--- src/rtl/serial_adder_ctrl.sv ---
`default_nettype none
// ============================================================================
// Module      : serial_adder_ctrl (with helper full_adder)
// Description : Bit-serial WIDTH-bit adder. One full-adder cell is reused
//               across all bit positions, LSB first, with the carry held in
//               a register between cycles. Operands arrive over a valid/ready
//               handshake and the result leaves over another one.
// Revision    : 1.0 - initial release
// ============================================================================

// ----------------------------------------------------------------------------
// Single-bit full adder cell, shared by every bit position of the operands.
// ----------------------------------------------------------------------------
module full_adder (
    input  logic a,
    input  logic b,
    input  logic cin,
    output logic sum,
    output logic cout
);

    assign sum  = a ^ b ^ cin;
    assign cout = (a & b) | (cin & (a ^ b));

endmodule

// ----------------------------------------------------------------------------
// Controller: IDLE accepts an operand pair, RUN steps one bit per cycle for
// WIDTH cycles, DONE presents the result until the sink takes it.
// Legal WIDTH range is 1..32.
// ----------------------------------------------------------------------------
module serial_adder_ctrl #(
    parameter int WIDTH = 8
) (
    input  logic             clk,
    input  logic             rst,
    input  logic             in_valid,
    output logic             in_ready,
    input  logic [WIDTH-1:0] a,
    input  logic [WIDTH-1:0] b,
    input  logic             cin,
    output logic             out_valid,
    input  logic             out_ready,
    output logic [WIDTH-1:0] sum,
    output logic             cout
);

    // Counter is wide enough to hold WIDTH itself (it steps one past the
    // last bit index on the final RUN cycle).
    localparam int               c_CW   = $clog2(WIDTH) + 1;
    localparam logic [c_CW-1:0]  c_LAST = c_CW'(WIDTH - 1);
    localparam logic [c_CW-1:0]  c_ONE  = c_CW'(1);

    localparam logic [1:0] c_IDLE = 2'd0;
    localparam logic [1:0] c_RUN  = 2'd1;
    localparam logic [1:0] c_DONE = 2'd2;

    logic [1:0]       r_state;
    logic [WIDTH-1:0] r_sa;
    logic [WIDTH-1:0] r_sb;
    logic             r_carry;
    logic [WIDTH-1:0] r_sum;
    logic             r_cout;
    logic [c_CW-1:0]  r_cnt;

    logic             w_accept;
    logic             w_release;
    logic             w_run;
    logic             w_last;
    logic             w_fa_sum;
    logic             w_fa_cout;
    logic [WIDTH-1:0] w_sum_next;

    // Handshake strobes and run-phase decode, all derived from the state
    // register so that ready/valid never combinationally depend on inputs
    // other than the matching valid/ready.
    assign w_accept  = in_valid  & (r_state == c_IDLE);
    assign w_release = out_ready & (r_state == c_DONE);
    assign w_run     = (r_state == c_RUN);
    assign w_last    = (r_cnt == c_LAST);

    // Ready/valid come straight from the state, so an asynchronous reset
    // drops out_valid immediately and no partial result is ever shown.
    assign in_ready  = (r_state == c_IDLE);
    assign out_valid = (r_state == c_DONE);
    assign sum       = r_sum;
    assign cout      = r_cout;

    full_adder u_fa (
        .a    (r_sa[0]),
        .b    (r_sb[0]),
        .cin  (r_carry),
        .sum  (w_fa_sum),
        .cout (w_fa_cout)
    );

    // New sum bit enters at the MSB while the accumulated bits move toward
    // the LSB; written this way it also holds for WIDTH == 1.
    always_comb begin
        w_sum_next            = r_sum >> 1;
        w_sum_next[WIDTH-1]   = w_fa_sum;
    end

    // Control FSM: IDLE -> RUN on acceptance, RUN -> DONE after the final
    // bit, DONE -> IDLE once the sink accepts the result.
    always_ff @(posedge clk or posedge rst) begin
        if (rst) begin
            r_state <= c_IDLE;
        end else begin
            case (r_state)
                c_IDLE:  if (w_accept)  r_state <= c_RUN;
                c_RUN:   if (w_last)    r_state <= c_DONE;
                c_DONE:  if (w_release) r_state <= c_IDLE;
                default:                r_state <= c_IDLE;
            endcase
        end
    end

    // Bit counter: cleared at acceptance, advanced every RUN cycle.
    always_ff @(posedge clk or posedge rst) begin
        if (rst) begin
            r_cnt <= '0;
        end else if (w_accept) begin
            r_cnt <= '0;
        end else if (w_run) begin
            r_cnt <= r_cnt + c_ONE;
        end
    end

    // Operand shift registers and running carry: loaded at acceptance,
    // consumed one bit per RUN cycle.
    always_ff @(posedge clk or posedge rst) begin
        if (rst) begin
            r_sa    <= '0;
            r_sb    <= '0;
            r_carry <= 1'b0;
        end else if (w_accept) begin
            r_sa    <= a;
            r_sb    <= b;
            r_carry <= cin;
        end else if (w_run) begin
            r_sa    <= r_sa >> 1;
            r_sb    <= r_sb >> 1;
            r_carry <= w_fa_cout;
        end
    end

    // Result sum register: cleared at acceptance, built up during RUN, and
    // otherwise held (stable through DONE and IDLE).
    always_ff @(posedge clk or posedge rst) begin
        if (rst) begin
            r_sum <= '0;
        end else if (w_accept) begin
            r_sum <= '0;
        end else if (w_run) begin
            r_sum <= w_sum_next;
        end
    end

    // Carry-out register: takes the carry of the MSB on the final bit step
    // and holds it until the next operation completes.
    always_ff @(posedge clk or posedge rst) begin
        if (rst) begin
            r_cout <= 1'b0;
        end else if (w_run && w_last) begin
            r_cout <= w_fa_cout;
        end
    end

endmodule

`default_nettype wire

--- config.mk ---
export PLATFORM = sky130hd
export DESIGN_NAME = serial_adder_ctrl
export DESIGN_NICKNAME = d
export VERILOG_FILES = /design/src/rtl/serial_adder_ctrl.sv
export SDC_FILE = /design/constraint.sdc
export NUM_CORES = 1
export LEC_CHECK = 0
export CORE_UTILIZATION = 52
export CTS_CLUSTER_DIAMETER = 50
export DETAILED_ROUTE_END_ITERATION = 10
export GPL_ROUTABILITY_DRIVEN = 1
export MAX_ROUTING_LAYER = met4
export PLACE_DENSITY = 0.82
export SLEW_MARGIN = 10
export SYNTH_ARGS = -nofsm -noshare
export SYNTH_HDL_FRONTEND = slang
export SYNTH_HIERARCHICAL = 1
export SYNTH_SLANG_ARGS = --single-unit
export TNS_END_PERCENT = 1
--- constraint.sdc ---
create_clock -name clk -period 2.6 [get_ports clk]
set_input_delay 0.26 -clock clk [delete_from_list [all_inputs] [get_ports clk]]
set_output_delay 0.26 -clock clk [all_outputs]
set_load 0.05 [all_outputs]
==> impl_metrics.py, run 1 <==
metrics = {
    "clocking": {
        "cts_hold_buffers": 0,
        "cts_made_buffers": 5,
        "cts_tree": "yes",
        "root_buffer": "clkbuf_4",
        "cts-resized-gates": 0,
        "clk_pin_slew_ns": 0.10,
        "ctsLongestPathBuffers": 2,
        "clkLatencyLatePin_ns": 0.33,
        "postCtsSetupBuffers": 0,
        "cts.sinks": 32,
        "htree_levels": 2,
    },
    "yosys": {
        "syn_area_mm2": 0.00141,
        "syn_inst": 141,
        "syn-num-nets": 164,
        "yosysWarnings": 6,
        "synth.distinct_cells": 25,
        "synth_edf_count": 0,
        "synth_top_area_share_pct": 56.9,
        "synth_fa_ha_area_share_pct": 2.31,
        "avgSynthCellArea_um2": 9.97,
        "ys_ff_latch": 32,
        "synthXorXnorAreaFrac_pct": 0,
        "synth_top_family_by_area": "simple AND/OR/NAND/NOR gates",
        "async_flop_share_pct": 100,
        "yosys.area_share.simple_pct": 23.1,
        "synth_largest_area_cell": "dfrtp_1",
        "synth_seq_area_share_pct": 56.9,
        "synth_compound_area_share_pct": 11.3,
        "netlist_top_cells_count": "nand2_1, dfrtp_1, a22oi_1",
        "yosysMostFrequentCell": "nand2_1",
        "synth_area_leaders": "dfrtp_1, nand2_1, a22oi_1",
        "yosys_most_used_dff": "dfrtp_1",
        "muxShareOfSynthArea_pct": 1.78,
    },
    "sta": {
        "rsz0062_at_grt": "false",
        "slew_viol_final": 0,
        "period_share_pct": 80.7,
        "tightest_slew_ns": 0.681,
        "setup-tns-final_ns": 0,
        "fin_skew_ns": 0.00912,
        "max-slew-margin-rel_pct": 54.5,
        "min_period_ns": 2.10,
        "hold_viol": 0,
        "setup_violations": 0,
        "setup_ws_ns": 0.503,
        "clock.fmax_ghz": 0.477,
    },
    "cells_and_area": {
        "area_growth_pct": 27.0,
        "design_area_mm2": 0.00179,
        "drive_above_1_share_pct": 9.14,
        "multi_input_area_um2": 542,
        "regArea_um2": 801,
        "fin_nets": 198,
        "final_cells": 205,
        "fillCellCount": 205,
        "antenna_cells": 0,
    },
    "run": {
        "maxCapViolations": 0,
    },
    "route": {
        "dr.pass1.iters": 4,
        "routed_via_density": 5.47,
        "drt_iter0_drc": 25,
        "drc_errors": 0,
        "drt-total-wl_um": 2920,
        "wl_per_cell_um": 14.3,
        "final_antenna_net_count": 0,
        "num_vias": 1122,
    },
    "worst_setup_path": {
        "critPathMaxFanout": 7,
        "cp-end-kind": "primary output",
        "cp.required_ns": 2.34,
        "critPathLaunchType": "register",
        "worst_ep_arrival_time_ns": 1.84,
        "crit_type": "register to primary output",
    },
    "global_routing": {
        "grt_use_total_pct": 24.7,
        "grt_max_degree": 33,
        "grt_pass1_vias": 1088,
        "grt_pass1_wl_um": 4690,
        "grt.overflow.total": 0,
        "antenna_found_initial": 0,
    },
    "power": {
        "leakage_nw": 0.890,
        "power_mw": 2.11,
        "peakVddDrop_uv": 707,
        "power-per-cell-area_mw_per_mm2": 1180,
    },
    "floorplan": {
        "io_pins": 32,
        "die_x_um": 54.0,
        "initial_core_util_pct": 55.8,
        "core_mm2": 0.00252,
        "rows": 18,
        "dieArea_mm2": 0.00292,
        "fp.dieH_um": 54.0,
    },
    "placed_design": {
        "portBuffers": 31,
        "postPlaceCellArea_mm2": 0.00172,
        "hpwl_um": 2000,
        "dp_slack_ns": 0.876,
        "dpl.cell_count": 198,
        "gp_congestion": 0.771,
    },
    "status": {
        "status": "completed",
    },
    "hold_path": {
        "hp-class": "input pin to asynchronous set/reset pin",
    },
}
==> power by group <==
part	switching [mW]	internal, mW
clock	0.165	0.153
combinational	0.601	0.351
sequential	0.144	0.698
total	0.910	1.20
==> cell families after synthesis <==
logic type               count (synthesis)
adder cells (fa/ha/maj)                  2
AO/OA/AOI/OAI                           22
multiplexers                             2
buffers and inverters                    9
AND/OR/NAND/NOR                         74
flip-flops                              32
==> state kept, by name, summed over array words and instances (netlist names) <==
signal   count
cout         1
r_carry      1
r_cnt        4
r_sa         8
r_sb         8
r_state      2
sum          8
==> critical path, stage by stage (launching register included) <==
cell and delay, ns:
dfrtp_1 0.46, nand2b_1 0.18, inv_1 0.06, clkdlybuf4s50_1 0.80
==> metal layers <==
layer / routed length [um] / share of wire (%) / GRT usage (%)
met5: 0 / 0 / -
met4: 37 / 1.3 / 8.97
met3: 134 / 4.6 / 8.47
met2: 1470 / 50 / 42.0
met1: 1280 / 44 / 26.7
==> cells in the final DEF (no fill, tap or decap), types with 3 or more instances in the layout <==
master and n:
dfrtp_1 32, nand2_1 54, a22oi_1 15, clkbuf_4 5, o21ai_0 3, nand3_1 11, buf_4 3, clkdlybuf4s50_1 31
==> metrics by stage <==
step	utilization [%]	hold slack [ns]
after floorplan	-	0.365
after global placement	68.2	0.451
after detailed placement	68.2	0.464
after CTS	70.8	0.312
after global routing	70.8	0.363
final	70.8	0.294
==> area by class of cell <==
class                      count  area share (%)
clock buffer                   7            3.64
inverter                       2           0.420
multi-input combinational    100            30.3
sequential                    32            44.8
tap                           30            2.10
timing repair buffer          34            18.6
==> path summary, 6_finish.rpt <==
check                           start   endpoint  slack [ns]  cells after the start
setup / recovery           r_state[0]  out_valid        0.50                      3
max in group asynchronous         rst    r_sa[3]        2.01                      3
hold reg to reg              r_cnt[3]   r_cnt[3]        0.48                      1
min in group clk                 b[7]    r_sb[7]        0.45                      3
setup reg to reg           r_state[0]   r_cnt[3]        0.89                      4
hold / removal                    rst    r_sb[7]        0.29                      3
Note: power is estimated with default switching activity, not from simulation.
==> inputs of run 2 (changes only) <==
--- a/config.mk
+++ b/config.mk
@@ -5,12 +5,12 @@
 export SDC_FILE = /design/constraint.sdc
 export NUM_CORES = 1
 export LEC_CHECK = 0
-export CORE_UTILIZATION = 52
+export CORE_UTILIZATION = 44
 export CTS_CLUSTER_DIAMETER = 50
 export DETAILED_ROUTE_END_ITERATION = 10
 export GPL_ROUTABILITY_DRIVEN = 1
 export MAX_ROUTING_LAYER = met4
-export PLACE_DENSITY = 0.82
+export PLACE_DENSITY = 0.74
 export SLEW_MARGIN = 10
 export SYNTH_ARGS = -nofsm -noshare
 export SYNTH_HDL_FRONTEND = slang
==> constraint.sdc (replaced) <==
create_clock -name clk -period 1.8 [get_ports clk]
set_input_delay 0.18 -clock clk [delete_from_list [all_inputs] [get_ports clk]]
set_output_delay 0.18 -clock clk [all_outputs]
set_load 0.05 [all_outputs]
==> run 2 against run 1 <==
Against the previous run: sequential power up 45%; utilization down 12 points; final area up 0.35%.
==> impl_metrics.py, run 2 (same netlist as run 1, synthesis figures left out) <==
metrics = {
    "floorplan": {
        "core_mm2": 0.00305,
        "fp.dieH_um": 58.5,
        "io_pins": 32,
        "rows": 20,
        "initial_core_util_pct": 46.1,
        "dieArea_mm2": 0.00343,
        "die_x_um": 58.5,
    },
    "cells_and_area": {
        "area_growth_pct": 27.4,
        "final_core_util_pct": 58.7,
        "design_area_mm2": 0.00179,
        "regArea_um2": 801,
        "drive_above_1_share_pct": 9.66,
        "multi_input_area_um2": 542,
        "final_cells": 220,
        "fin_nets": 198,
        "layout_commonest_cell": "nand2_1",
        "layout_common_cells": "nand2_1, dfrtp_1, clkdlybuf4s50_1",
        "antenna_cells": 0,
        "fillCellCount": 284,
    },
    "clocking": {
        "clk_pin_slew_ns": 0.10,
        "ctsLongestPathBuffers": 2,
        "clkLatencyLatePin_ns": 0.33,
        "htree_levels": 2,
        "cts_tree": "yes",
        "root_buffer": "clkbuf_4",
        "cts.sinks": 32,
        "cts_made_buffers": 5,
        "cts-resized-gates": 0,
        "cts_hold_buffers": 0,
        "postCtsSetupBuffers": 0,
    },
    "sta": {
        "period_share_pct": 95.4,
        "setup-tns-final_ns": 0,
        "hold_viol": 0,
        "setup_violations": 0,
        "fin_skew_ns": 0.00668,
        "max-slew-margin-rel_pct": 53.7,
        "clock.fmax_ghz": 0.583,
        "hold_ws_ns": 0.221,
        "min_period_ns": 1.72,
        "slew_viol_final": 0,
        "rsz0062_at_grt": "false",
        "setup_ws_ns": 0.0835,
        "tightest_slew_ns": 0.694,
    },
    "global_routing": {
        "grt_use_total_pct": 19.7,
        "grt_max_degree": 33,
        "grt_pass1_vias": 1088,
        "grt.overflow.total": 0,
        "antenna_found_initial": 0,
        "grt_pass1_wl_um": 4820,
    },
    "route": {
        "wl_met1_um": 1220,
        "drt_iter0_drc": 36,
        "wl_per_cell_um": 12.8,
        "top_layer": "met4",
        "routed_via_density": 5.14,
        "final_antenna_net_count": 0,
        "num_vias": 1130,
        "wl_met3_um": 138,
        "drt-total-wl_um": 2820,
        "dr.pass1.iters": 4,
        "met2_length_um": 1430,
        "drc_errors": 0,
    },
    "placed_design": {
        "hpwl_um": 1930,
        "postPlaceCellArea_mm2": 0.00173,
        "gp_congestion": 0.770,
        "portBuffers": 31,
        "dpl.cell_count": 212,
        "dp_slack_ns": 0.207,
    },
    "power": {
        "power_switching_mw": 1.31,
        "peakVddDrop_uv": 621,
        "switching_share_pct": 43.4,
        "p_seq_share_pct": 40.6,
        "leakage_nw": 0.888,
        "power_frac_comb_pct": 45.4,
        "p_int_mw": 1.70,
        "p_clk_share_pct": 14.0,
        "power-per-cell-area_mw_per_mm2": 1680,
        "power_mw": 3.01,
    },
    "hold_path": {
        "hp-class": "input pin to asynchronous set/reset pin",
    },
    "worst_setup_path": {
        "cp_cell_sequence": "clkdlybuf4s50_1",
        "worst_path_max_delay_cell": "clkdlybuf4s50_1",
        "cp.required_ns": 1.62,
        "worst_ep_arrival_time_ns": 1.54,
        "crit_family": "buffers and inverters",
        "slowest_delay_ns": 0.81,
        "reg2reg_to": "r_cnt[2]",
        "critical_path_buf_inv_count": 1,
        "cp-end-kind": "primary output",
        "critPathMaxFanout": 3,
        "crit_type": "register to primary output",
        "rrSetupSlack_ns": 0.35,
        "r2r_start": "r_state[1]",
        "critPathLaunchType": "register",
        "r2r_cells": 3,
    },
    "status": {
        "status": "completed",
    },
    "run": {
        "maxCapViolations": 0,
    },
}
==> run 2: changes by cell type in the layout (fill, tap and decap cells not counted) <==
cell / delta
clkbuf_8: -1
clkdlybuf4s50_1: -2
buf_4: +2
clkbuf_1: +2
==> run 2: how the worst max path moves through the flow <==
stage | startpoint | end | slack, ns | cells past startpoint
after floorplan | r_state[0] | in_ready | 0.52 | 1
after CTS | sum[5] | sum[5] | 0.08 | 1
after global placement | in_valid | r_sa[7] | 0.25 | 4
after detailed placement | in_valid | sum[7] | 0.21 | 4
final | sum[1] | sum[1] | 0.08 | 1
after global routing | sum[5] | sum[5] | 0.02 | 1
==> run 2: layout make-up <==
class / instances / share of cell area (%)
clock buffers: 8 / 3.28
inverters: 2 / 0.419
multi-input cells: 100 / 30.2
flip-flops and latches: 32 / 44.7
well taps: 44 / 3.07
repair buffers: 34 / 18.3
==> run 2: power groups by stage <==
stage	Clock [mW]	Sequential (mW)	Combinational, mW
6_report	0.421	1.22	1.37
3_5_place_dp	0	1.23	1.37
2_1_floorplan	0	1.43	0.799
5_1_grt	0.470	1.27	1.50
3_3_place_gp	0	1.21	1.32
4_1_cts	0.433	1.22	1.37
==> run 2: routing by layer <==
metal	track usage (%)	vias to the layer above
li1	-	541
met1	22.8	554
met2	32.2	31
met3	7.03	4
met4	6.46	0
met5	-	-
